==> src/rtl/commit_trace_buffer_if.sv <==
// Commit and readback bus for the retirement trace buffer.
// Optional o_rd_ts when COMMIT_TRACE_TIMESTAMP_EN is defined.
interface commit_trace_buffer_if #(
  parameter int XLEN   = 32,
  parameter int ADDR_W = 3
);
  logic              i_commit_valid;
  logic [XLEN-1:0]   i_commit_pc;
  logic [XLEN-1:0]   i_commit_instr;
  logic              i_rd_en;
  logic [ADDR_W-1:0] i_rd_idx;
  logic              o_rd_valid;
  logic [2*XLEN-1:0] o_rd_data;
`ifdef COMMIT_TRACE_TIMESTAMP_EN
  logic [31:0]       o_rd_ts;
`endif

  modport slave (
    input  i_commit_valid, i_commit_pc, i_commit_instr,
    input  i_rd_en, i_rd_idx,
`ifdef COMMIT_TRACE_TIMESTAMP_EN
    output o_rd_ts,
`endif
    output o_rd_valid, o_rd_data
  );

  modport master (
    output i_commit_valid, i_commit_pc, i_commit_instr,
    output i_rd_en, i_rd_idx,
`ifdef COMMIT_TRACE_TIMESTAMP_EN
    input  o_rd_ts,
`endif
    input  o_rd_valid, o_rd_data
  );
endinterface

==> src/rtl/commit_trace_buffer.sv <==
// Circular retirement trace with arm/trigger/post-count capture.
// COMMIT_TRACE_TIMESTAMP_EN adds a per-entry 32-bit cycle stamp.
module commit_trace_buffer #(
  parameter int DEPTH  = 8,
  parameter int ADDR_W = 3,
  parameter int XLEN   = 32
) (
  input  logic                clk,
  input  logic                reset,
  commit_trace_buffer_if.slave bus,
  input  logic                i_arm,
  input  logic                i_trig_en,
  input  logic [XLEN-1:0]     i_trig_pc,
  input  logic                i_force_trig,
  input  logic [ADDR_W:0]     i_post_count,
  output logic [1:0]          o_state,
  output logic [ADDR_W:0]     o_count,
  output logic                o_wrapped,
  output logic [ADDR_W-1:0]   o_trig_idx
);

  typedef enum logic [1:0] {
    S_IDLE  = 2'd0,
    S_ARMED = 2'd1,
    S_POST  = 2'd2,
    S_DONE  = 2'd3
  } state_t;

`ifdef COMMIT_TRACE_TIMESTAMP_EN
  localparam int W = 2*XLEN + 32;
`else
  localparam int W = 2*XLEN;
`endif

  localparam logic [ADDR_W:0]   LP_FULL = (ADDR_W+1)'(DEPTH);
  localparam logic [ADDR_W:0]   LP_MAXP = (ADDR_W+1)'(DEPTH-1);
  localparam logic [ADDR_W:0]   LP_C1   = (ADDR_W+1)'(1);
  localparam logic [ADDR_W-1:0] LP_LAST = ADDR_W'(DEPTH-1);
  localparam logic [ADDR_W-1:0] LP_P1   = ADDR_W'(1);

  state_t            r_state;
  logic [ADDR_W-1:0] r_wr_ptr;
  logic [ADDR_W:0]   r_count;
  logic              r_wrapped;
  logic [ADDR_W-1:0] r_trig_ptr;
  logic [ADDR_W:0]   r_post;
  logic              r_rd_valid;
  logic [2*XLEN-1:0] r_rd_data;
  logic [W-1:0]      r_ram [DEPTH];

  logic              w_write;
  logic              w_trig;
  logic [ADDR_W:0]   w_post;
  logic [ADDR_W-1:0] w_oldest;
  logic [ADDR_W-1:0] w_rd_addr;
  logic              w_in_rng;
  logic [ADDR_W-1:0] w_last;
  logic [W-1:0]      w_word;
  logic [W-1:0]      w_rd_word;

`ifdef COMMIT_TRACE_TIMESTAMP_EN
  logic [31:0] r_ts;
  logic [31:0] r_rd_ts;

  always_ff @(posedge clk) begin
    if (reset) r_ts <= '0;
    else       r_ts <= r_ts + 32'd1;
  end

  assign w_word      = {r_ts, bus.i_commit_pc, bus.i_commit_instr};
  assign bus.o_rd_ts = r_rd_ts;
`else
  assign w_word = {bus.i_commit_pc, bus.i_commit_instr};
`endif

  assign w_write = bus.i_commit_valid & ~i_arm &
                   ((r_state == S_ARMED) | (r_state == S_POST));
  assign w_trig  = (r_state == S_ARMED) &
                   ((i_trig_en & bus.i_commit_valid &
                     (bus.i_commit_pc == i_trig_pc)) | i_force_trig);
  assign w_post    = (i_post_count > LP_MAXP) ? LP_MAXP : i_post_count;
  assign w_oldest  = r_wrapped ? r_wr_ptr : '0;
  assign w_rd_addr = w_oldest + bus.i_rd_idx;
  assign w_in_rng  = {1'b0, bus.i_rd_idx} < r_count;
  // Force without a commit pins the most recent entry
  assign w_last    = (r_count == '0) ? '0 : r_wr_ptr - LP_P1;
  assign w_rd_word = r_ram[w_rd_addr];

  always_ff @(posedge clk) begin
    if (!reset && w_write) r_ram[r_wr_ptr] <= w_word;
  end

  always_ff @(posedge clk) begin
    if (reset) begin
      r_state    <= S_IDLE;
      r_wr_ptr   <= '0;
      r_count    <= '0;
      r_wrapped  <= 1'b0;
      r_trig_ptr <= '0;
      r_post     <= '0;
      r_rd_valid <= 1'b0;
      r_rd_data  <= '0;
`ifdef COMMIT_TRACE_TIMESTAMP_EN
      r_rd_ts    <= '0;
`endif
    end else begin
      if ((r_state == S_DONE) && bus.i_rd_en) begin
        r_rd_valid <= 1'b1;
        r_rd_data  <= w_in_rng ? w_rd_word[2*XLEN-1:0] : '0;
`ifdef COMMIT_TRACE_TIMESTAMP_EN
        r_rd_ts    <= w_in_rng ? w_rd_word[W-1 -: 32] : '0;
`endif
      end else begin
        r_rd_valid <= 1'b0;
      end

      if (i_arm) begin
        r_state   <= S_ARMED;
        r_wr_ptr  <= '0;
        r_count   <= '0;
        r_wrapped <= 1'b0;
      end else begin
        if (w_write) begin
          r_wr_ptr <= r_wr_ptr + LP_P1;
          if (r_count != LP_FULL) r_count <= r_count + LP_C1;
          if (r_wr_ptr == LP_LAST) r_wrapped <= 1'b1;
        end
        case (r_state)
          S_ARMED: if (w_trig) begin
            r_trig_ptr <= bus.i_commit_valid ? r_wr_ptr : w_last;
            r_post     <= w_post;
            r_state    <= (w_post == '0) ? S_DONE : S_POST;
          end
          S_POST: if (bus.i_commit_valid) begin
            r_post <= r_post - LP_C1;
            if (r_post == LP_C1) r_state <= S_DONE;
          end
          default: ;
        endcase
      end
    end
  end

  assign bus.o_rd_valid = r_rd_valid;
  assign bus.o_rd_data  = r_rd_data;
  assign o_state        = r_state;
  assign o_count        = r_count;
  assign o_wrapped      = r_wrapped;
  assign o_trig_idx     = r_trig_ptr - w_oldest;

endmodule

==> src/flat_wrapper.sv <==
// flat-port wrapper written by rule: the top's interface ports become plain ports
module commit_trace_buffer_flat 
#(
  parameter int DEPTH  = 8,
  parameter int ADDR_W = 3,
  parameter int XLEN   = 32
)
  (clk, reset, i_arm, i_trig_en, i_trig_pc, i_force_trig, i_post_count, o_state, o_count, o_wrapped, o_trig_idx, bus_i_commit_valid, bus_i_commit_pc, bus_i_commit_instr, bus_i_rd_en, bus_i_rd_idx, bus_o_rd_valid, bus_o_rd_data);
  commit_trace_buffer_if #(.XLEN(XLEN), .ADDR_W(ADDR_W)) bus_i ();
  input  logic clk;
  input  logic reset;
  input  logic i_arm;
  input  logic i_trig_en;
  input  logic [XLEN-1:0] i_trig_pc;
  input  logic i_force_trig;
  input  logic [ADDR_W:0] i_post_count;
  output logic [1:0] o_state;
  output logic [ADDR_W:0] o_count;
  output logic o_wrapped;
  output logic [ADDR_W-1:0] o_trig_idx;
  input wire logic [$bits(bus_i.i_commit_valid)-1:0] bus_i_commit_valid;
  input wire logic [$bits(bus_i.i_commit_pc)-1:0] bus_i_commit_pc;
  input wire logic [$bits(bus_i.i_commit_instr)-1:0] bus_i_commit_instr;
  input wire logic [$bits(bus_i.i_rd_en)-1:0] bus_i_rd_en;
  input wire logic [$bits(bus_i.i_rd_idx)-1:0] bus_i_rd_idx;
  output wire logic [$bits(bus_i.o_rd_valid)-1:0] bus_o_rd_valid;
  output wire logic [$bits(bus_i.o_rd_data)-1:0] bus_o_rd_data;
  assign bus_i.i_commit_valid = bus_i_commit_valid;
  assign bus_i.i_commit_pc = bus_i_commit_pc;
  assign bus_i.i_commit_instr = bus_i_commit_instr;
  assign bus_i.i_rd_en = bus_i_rd_en;
  assign bus_i.i_rd_idx = bus_i_rd_idx;
  assign bus_o_rd_valid = bus_i.o_rd_valid;
  assign bus_o_rd_data = bus_i.o_rd_data;
  commit_trace_buffer #(.DEPTH(DEPTH), .ADDR_W(ADDR_W), .XLEN(XLEN)) u_core (.clk(clk), .reset(reset), .bus(bus_i), .i_arm(i_arm), .i_trig_en(i_trig_en), .i_trig_pc(i_trig_pc), .i_force_trig(i_force_trig), .i_post_count(i_post_count), .o_state(o_state), .o_count(o_count), .o_wrapped(o_wrapped), .o_trig_idx(o_trig_idx));
endmodule
==> config.mk <==
export PLATFORM = sky130hd
export DESIGN_NAME = commit_trace_buffer_flat
export DESIGN_NICKNAME = d
export VERILOG_FILES = /design/src/rtl/commit_trace_buffer_if.sv /design/src/rtl/commit_trace_buffer.sv /design/src/flat_wrapper.sv
export SDC_FILE = /design/constraint.sdc
export NUM_CORES = 1
export LEC_CHECK = 0
export BUFFER_PORTS_ARGS = -buffer_cell sky130_fd_sc_hd__buf_2
export CORE_UTILIZATION = 62
export CTS_BUF_LIST = sky130_fd_sc_hd__clkbuf_16
export DETAILED_ROUTE_END_ITERATION = 6
export PLACE_DENSITY = 0.84
export SYNTH_ARGS = -nofsm -noshare
export SYNTH_HDL_FRONTEND = slang
export SYNTH_SLANG_ARGS = --single-unit
==> constraint.sdc <==
create_clock -name clk -period 20.9 [get_ports clk]
set_input_delay 3.135 -clock clk [delete_from_list [all_inputs] [get_ports clk]]
set_output_delay 3.135 -clock clk [all_outputs]
set_load 0.03 [all_outputs]
# After elaboration in Yosys (flattened, before gate mapping)
# Memory sizes are Yosys's and may differ from the RTL's.
# Index checks and enable logic that the tools add are counted.
# classes
addsub	6
order_cmp	2
eq_ne	13
mux	17
n_bitwise	8
n_reduce_logical	14
# ops
op	count
$mux 64	1
$eq 32x32->1	1
$mux 4	3
$reduce_and 4->1	3
$mux 3	3
$logic_not 4->1	2
$pmux 4 s2	1
$mux 2	3
$ne 3x3->1 const B	2
$and 1x1->1	5
$mux 1	5
$add 4x1->4 const B	1
$eq 2x2->1 const B	2
$eq 4x1->1 const B	1
$gt 4x3->1 const B	1
$lt 3x4->1	1
$ne 2x2->1 const B	2
$ne 4x4->1 const B	1
$pmux 2 s2	1
$reduce_and 2->1	2
$sub 4x1->4 const B	1
$add 3x1->3 const B	1
$add 3x3->3	1
$eq 3x3->1 const B	1
13 further kinds	15
# totals
register_bits	82
ramBits	512
input_bits	110
out_inout_bits	75
elab_cells	70
memories	1
# mem_list
memory	words	word_bits	rd	rd_clocked_by_memory_dff	write_ports	line_no	rtl
u_core.r_ram	8	64	1	0	1	commit_trace_buffer.sv:49	logic [W-1:0] r_ram [DEPTH];

# Logic depth before layout (Yosys ltp)
# logic_depth
word_depth	7
ltp_mapped	9

# Worst setup path after synthesis
# Ideal clock, no wire load.
# synth_path
path_kind	input-to-reg
start	in bus_i_commit_valid
end	mem u_core.r_ram[1][0] in the netlist's numbering, enable pin
t_arrival_ns	8.282
setup_slack_ns	12.054
cell_stages	4
path_buffers	1
cell_sequence	clkbuf_1 -> nor2b_1 -> nand3_1 -> nor3_1
# synth_between
elab_chain_len	5
# synth_lines
item	line_no	rtl
from (decl)	flat_wrapper.sv:21	input wire logic [$bits(bus_i.i_commit_valid)-1:0] bus_i_commit_valid;
$and 1x1->1 (2 in series)	commit_trace_buffer.sv:76	assign w_write = bus.i_commit_valid & ~i_arm &
$logic_and 1x1->1	commit_trace_buffer.sv:90	if (!reset && w_write) r_ram[r_wr_ptr] <= w_word;
$mux 1	commit_trace_buffer.sv:90	
$mux 1 (not written as such)	commit_trace_buffer.sv:90	
to (decl)	commit_trace_buffer.sv:49	
# No other way between the ends.

# Final worst setup path
# layout_path
start	in bus_i_rd_idx[0]
end	reg u_core.r_rd_data[62] (netlist: u_core.bus.o_rd_data[62])
# layout_between
elab_chain_len	3
word_cells_on_any_way	4
# layout_lines
item	line_no	rtl
from (decl)	flat_wrapper.sv:25	input wire logic [$bits(bus_i.i_rd_idx)-1:0] bus_i_rd_idx;
$add 3x3->3	commit_trace_buffer.sv:83	assign w_rd_addr = w_oldest + bus.i_rd_idx;
$mem_v2 8x64	-	
$mux 64 *	commit_trace_buffer.sv:109	r_rd_data <= w_in_rng ? w_rd_word[2*XLEN-1:0] : '0;
to (signal assigned)	commit_trace_buffer.sv:109	
to (decl)	commit_trace_buffer.sv:48	logic [2*XLEN-1:0] r_rd_data;
# Every way passes the cells marked *; elsewhere a longest branch is shown, timed or not.
# A chain may end at the register's enable or synchronous reset.

==> flow_summary.json <==
{
  "cp.arrival_ns": 6.68,
  "hpwl_um": 27200,
  "r2r.worst_path.cells": 8,
  "crit_start": "bus_i_rd_idx[0]",
  "hp-start": "u_core.bus.o_rd_data[31]",
  "drt_wl_total_um": 49200,
  "numPortBuffers": 184,
  "met3_usage_pct": 4.53,
  "worst_setup_path_start_kind": "input pin",
  "routabilityCongestion": 0.796,
  "cts.sinks": 594,
  "vias": 11800,
  "post_cts_buffers": 0,
  "start_util_pct": 63.1,
  "synth_cells": 1163,
  "ys_seq_elements": 594,
  "synth_area_sq_mm": 0.0232,
  "synth_cell_types": 55,
  "die_w_um": 195,
  "grt_pass1_wl_um": 74100,
  "worstPathRequired_ns": 21.32,
  "drtIter0Drc": 1182,
  "grt_most_used_layer": "met2",
  "post-route-period-util_pct": 30.0,
  "grt_max_degree": 75,
  "swShare_pct": 20.3,
  "met2_usage_pct": 43.9,
  "worstHoldEndpoint": "u_core.bus.o_rd_data[31]",
  "cts_tree": "yes",
  "layout.nets": 1489,
  "drv_slew": 0,
  "async_reset_ff_share_pct": 0,
  "clockBufferDepth": 3,
  "power.share.clock_pct": 41.0,
  "worstSkewPairLatency_ns": 0.60,
  "final_core_util_pct": 71.4,
  "clkSlewWorstSetupHoldPaths_ns": 0.06,
  "endpoint_kind": "flop",
  "yosys_warnings": 0,
  "outcome": "finished clean",
  "power_leakage_nw": 9.17,
  "cp_max_fo": 73,
  "synthFlopType": "edfxtp_1",
  "num_rows": 70,
  "netlist_top_cells_count": "512 x edfxtp_1, 128 x mux4_2, 86 x nor2_1",
  "pwr-share-seq_pct": 54.1,
  "die_y_um": 195,
  "cts_buffers": 55,
  "pwr_density_cell_mw_per_mm2": 91.3,
  "drive_above_1_share_pct": 30.3,
  "first_pass_iters": 5,
  "grt_usage_pct": 26.6,
  "core_area_sq_mm": 0.0367,
  "yosysSeqAreaShare_pct": 73.5,
  "slowest_delay_ns": 1.38,
  "h-tree-depth": 2,
  "drc_errors": 0,
  "timing.fmax_ghz": 0.160,
  "relSlewSlack_pct": 29.9,
  "hold_buffers": 0,
  "yosysTopAreaCellShare_pct": 66.4,
  "crit_chain": "buf_2, ha_4, fa_4, buf_4, mux4_2, mux2i_1, a2bb2oi_1, nor2_1",
  "cpMaxStageDelayCell": "fa_4",
  "yosysTopAreaCell": "edfxtp_1",
  "clock_skew_ns": 0.0257,
  "hold_depth": 2,
  "combPwrFrac_pct": 4.9,
  "hp-class": "reg -> reg",
  "hold_viol_final": 0,
  "postSynthAreaPerCell_sq_um": 19.9,
  "rsz0062_at_grt": "no",
  "die_area_sq_mm": 0.0381,
  "finalSetupViolations": 0,
  "ir_drop_uv": 91.2,
  "p_int_w": 0.00191,
  "timing.rr.start": "u_core.r_wr_ptr[0]",
  "fin_crit_ns": 6.26,
  "grt_pass1_vias": 12300,
  "synth_most_common_cell": "edfxtp_1",
  "gr-total-overflow": 0,
  "path_class": "in -> reg",
  "cap_viol_max_count": 0,
  "syn_nets": 1289,
  "num_io_pins": 185,
  "postRouteAntennaNets": 0,
  "cts_root_buffer": "clkbuf_16",
  "viasPerCell": 6.30,
  "wl_per_cell_um": 26.2,
  "tns_ns": 0,
  "area_growth_pct": 13.1,
  "cts_resized": 0,
  "synth_area_leaders": "edfxtp_1 66%, mux4_2 12%, dfxtp_1 7.1%",
  "n_fill_cell": 2139,
  "synth_edf_count": 512,
  "worstMarginPinSlew_ns": 1.05,
  "p_sw_w": 0.000484,
  "met1_usage_pct": 35.7,
  "r2r_end": "u_core.bus.o_rd_data[62]",
  "antenna_found_initial": 7,
  "reg2reg_slack_ns": 16.69
}
[through the flow]
step | std cells | area (sq um) | hold WS (ns) | power [W] | worst slack [ns]
after floorplan | 1163 | 23200 | 0.471 | 0.00140 | 12.05
after global routing | 1878 | 26200 | 0.510 | 0.00246 | 14.48
final | 1878 | 26200 | 0.481 | 0.00239 | 14.64
after global placement | 1774 | 24400 | 0.462 | 0.00143 | 14.08
after detailed placement | 1774 | 24400 | 0.468 | 0.00144 | 14.01
after CTS | 1875 | 26200 | 0.484 | 0.00241 | 14.62
[power groups by stage]
stage,combinational [W],sequential [W],clock [W]
detailed placement,0.000118,0.00132,0
CTS,0.000119,0.00129,0.000993
finish,0.000118,0.00129,0.000980
floorplan,0.0000753,0.00132,0
global placement,0.000114,0.00132,0
global route,0.000127,0.00129,0.00104
[routing by layer]
layer,vias up,part of all wire (%)
li1,5105,-
met1,6066,39
met2,551,51
met3,96,7.2
met4,6,2.9
met5,-,0.077
[registers in the layout, summed over array words and instances (netlist names)]
name / flops
u_core.r_trig_ptr: 3
u_core.bus.o_rd_valid: 1
u_core.r_post: 4
u_core.o_wrapped: 1
u_core.bus.o_rd_data: 64
u_core.o_state: 2
u_core.r_wr_ptr: 3
u_core.o_count: 4
u_core.r_ram: 512
[critical path: cells and delay by family]
| family | cells | cell delay [ns] |
|---|---|---|
| buffers and inverters | 2 | 1.04 |
| multiplexers | 2 | 0.59 |
| AND/OR/NAND/NOR | 1 | 0.08 |
| AO/OA/AOI/OAI | 1 | 0.21 |
| adder cells (fa/ha/maj) | 2 | 1.54 |
[area by class of cell]
type | count | area [sq um] | area share [%]
multi-input combinational | 494 | 5680 | 21.7
inverter | 15 | 56.3 | 0.215
clock inverter | 46 | 395 | 1.51
clock buffer | 55 | 1380 | 5.26
tap | 468 | 586 | 2.24
sequential | 594 | 17000 | 65.0
timing repair buffer | 203 | 1070 | 4.07
antenna | 3 | 7.51 | 0.0287
[how the worst max path moves through the flow]
stage,endpoint
2_1_floorplan,u_core.r_ram[1][0]
3_3_place_gp,u_core.bus.o_rd_data[45]
3_5_place_dp,u_core.bus.o_rd_data[52]
4_1_cts,u_core.bus.o_rd_data[62]
5_1_grt,u_core.bus.o_rd_data[62]
6_report,u_core.bus.o_rd_data[62]
[cells in the final DEF, fill, tap and decap left out, types with 3 or more instances in the layout]
cell type	netlist	routed
mux2i_1	67	67
a21oi_1	9	9
edfxtp_1	512	512
a2bb2oi_1	64	64
diode_2	0	3
mux4_2	128	128
xnor2_1	34	34
xor2_1	4	4
nand2b_1	7	7
dfxtp_1	82	82
nor2_1	86	80
nor3_1	6	4
bufinv_16	0	7
clkinv_2	0	9
nand3_1	5	5
inv_1	15	29
nor2_4	0	6
buf_4	1	20
ha_1	14	13
inv_6	0	3
clkbuf_16	0	55
nand2_1	20	20
buf_2	19	183
and2_1	3	3
nand4_1	8	8
clkinv_1	0	10
[cells by family (layout without fill, tap and decap cells)]
family,Yosys count,after routing,synth area share [%]
DFF,594,594,73.5
other,0,3,0
and+or+nand+nor,147,147,2.87
buffers and inverters,75,319,2.34
adders and majority gates,16,16,0.930
muxes,195,195,15.3
xor gates and xnor gates,40,40,1.63
AOI/OAI and AO/OA,96,96,3.38
Power figures use the tool's default switching activity.
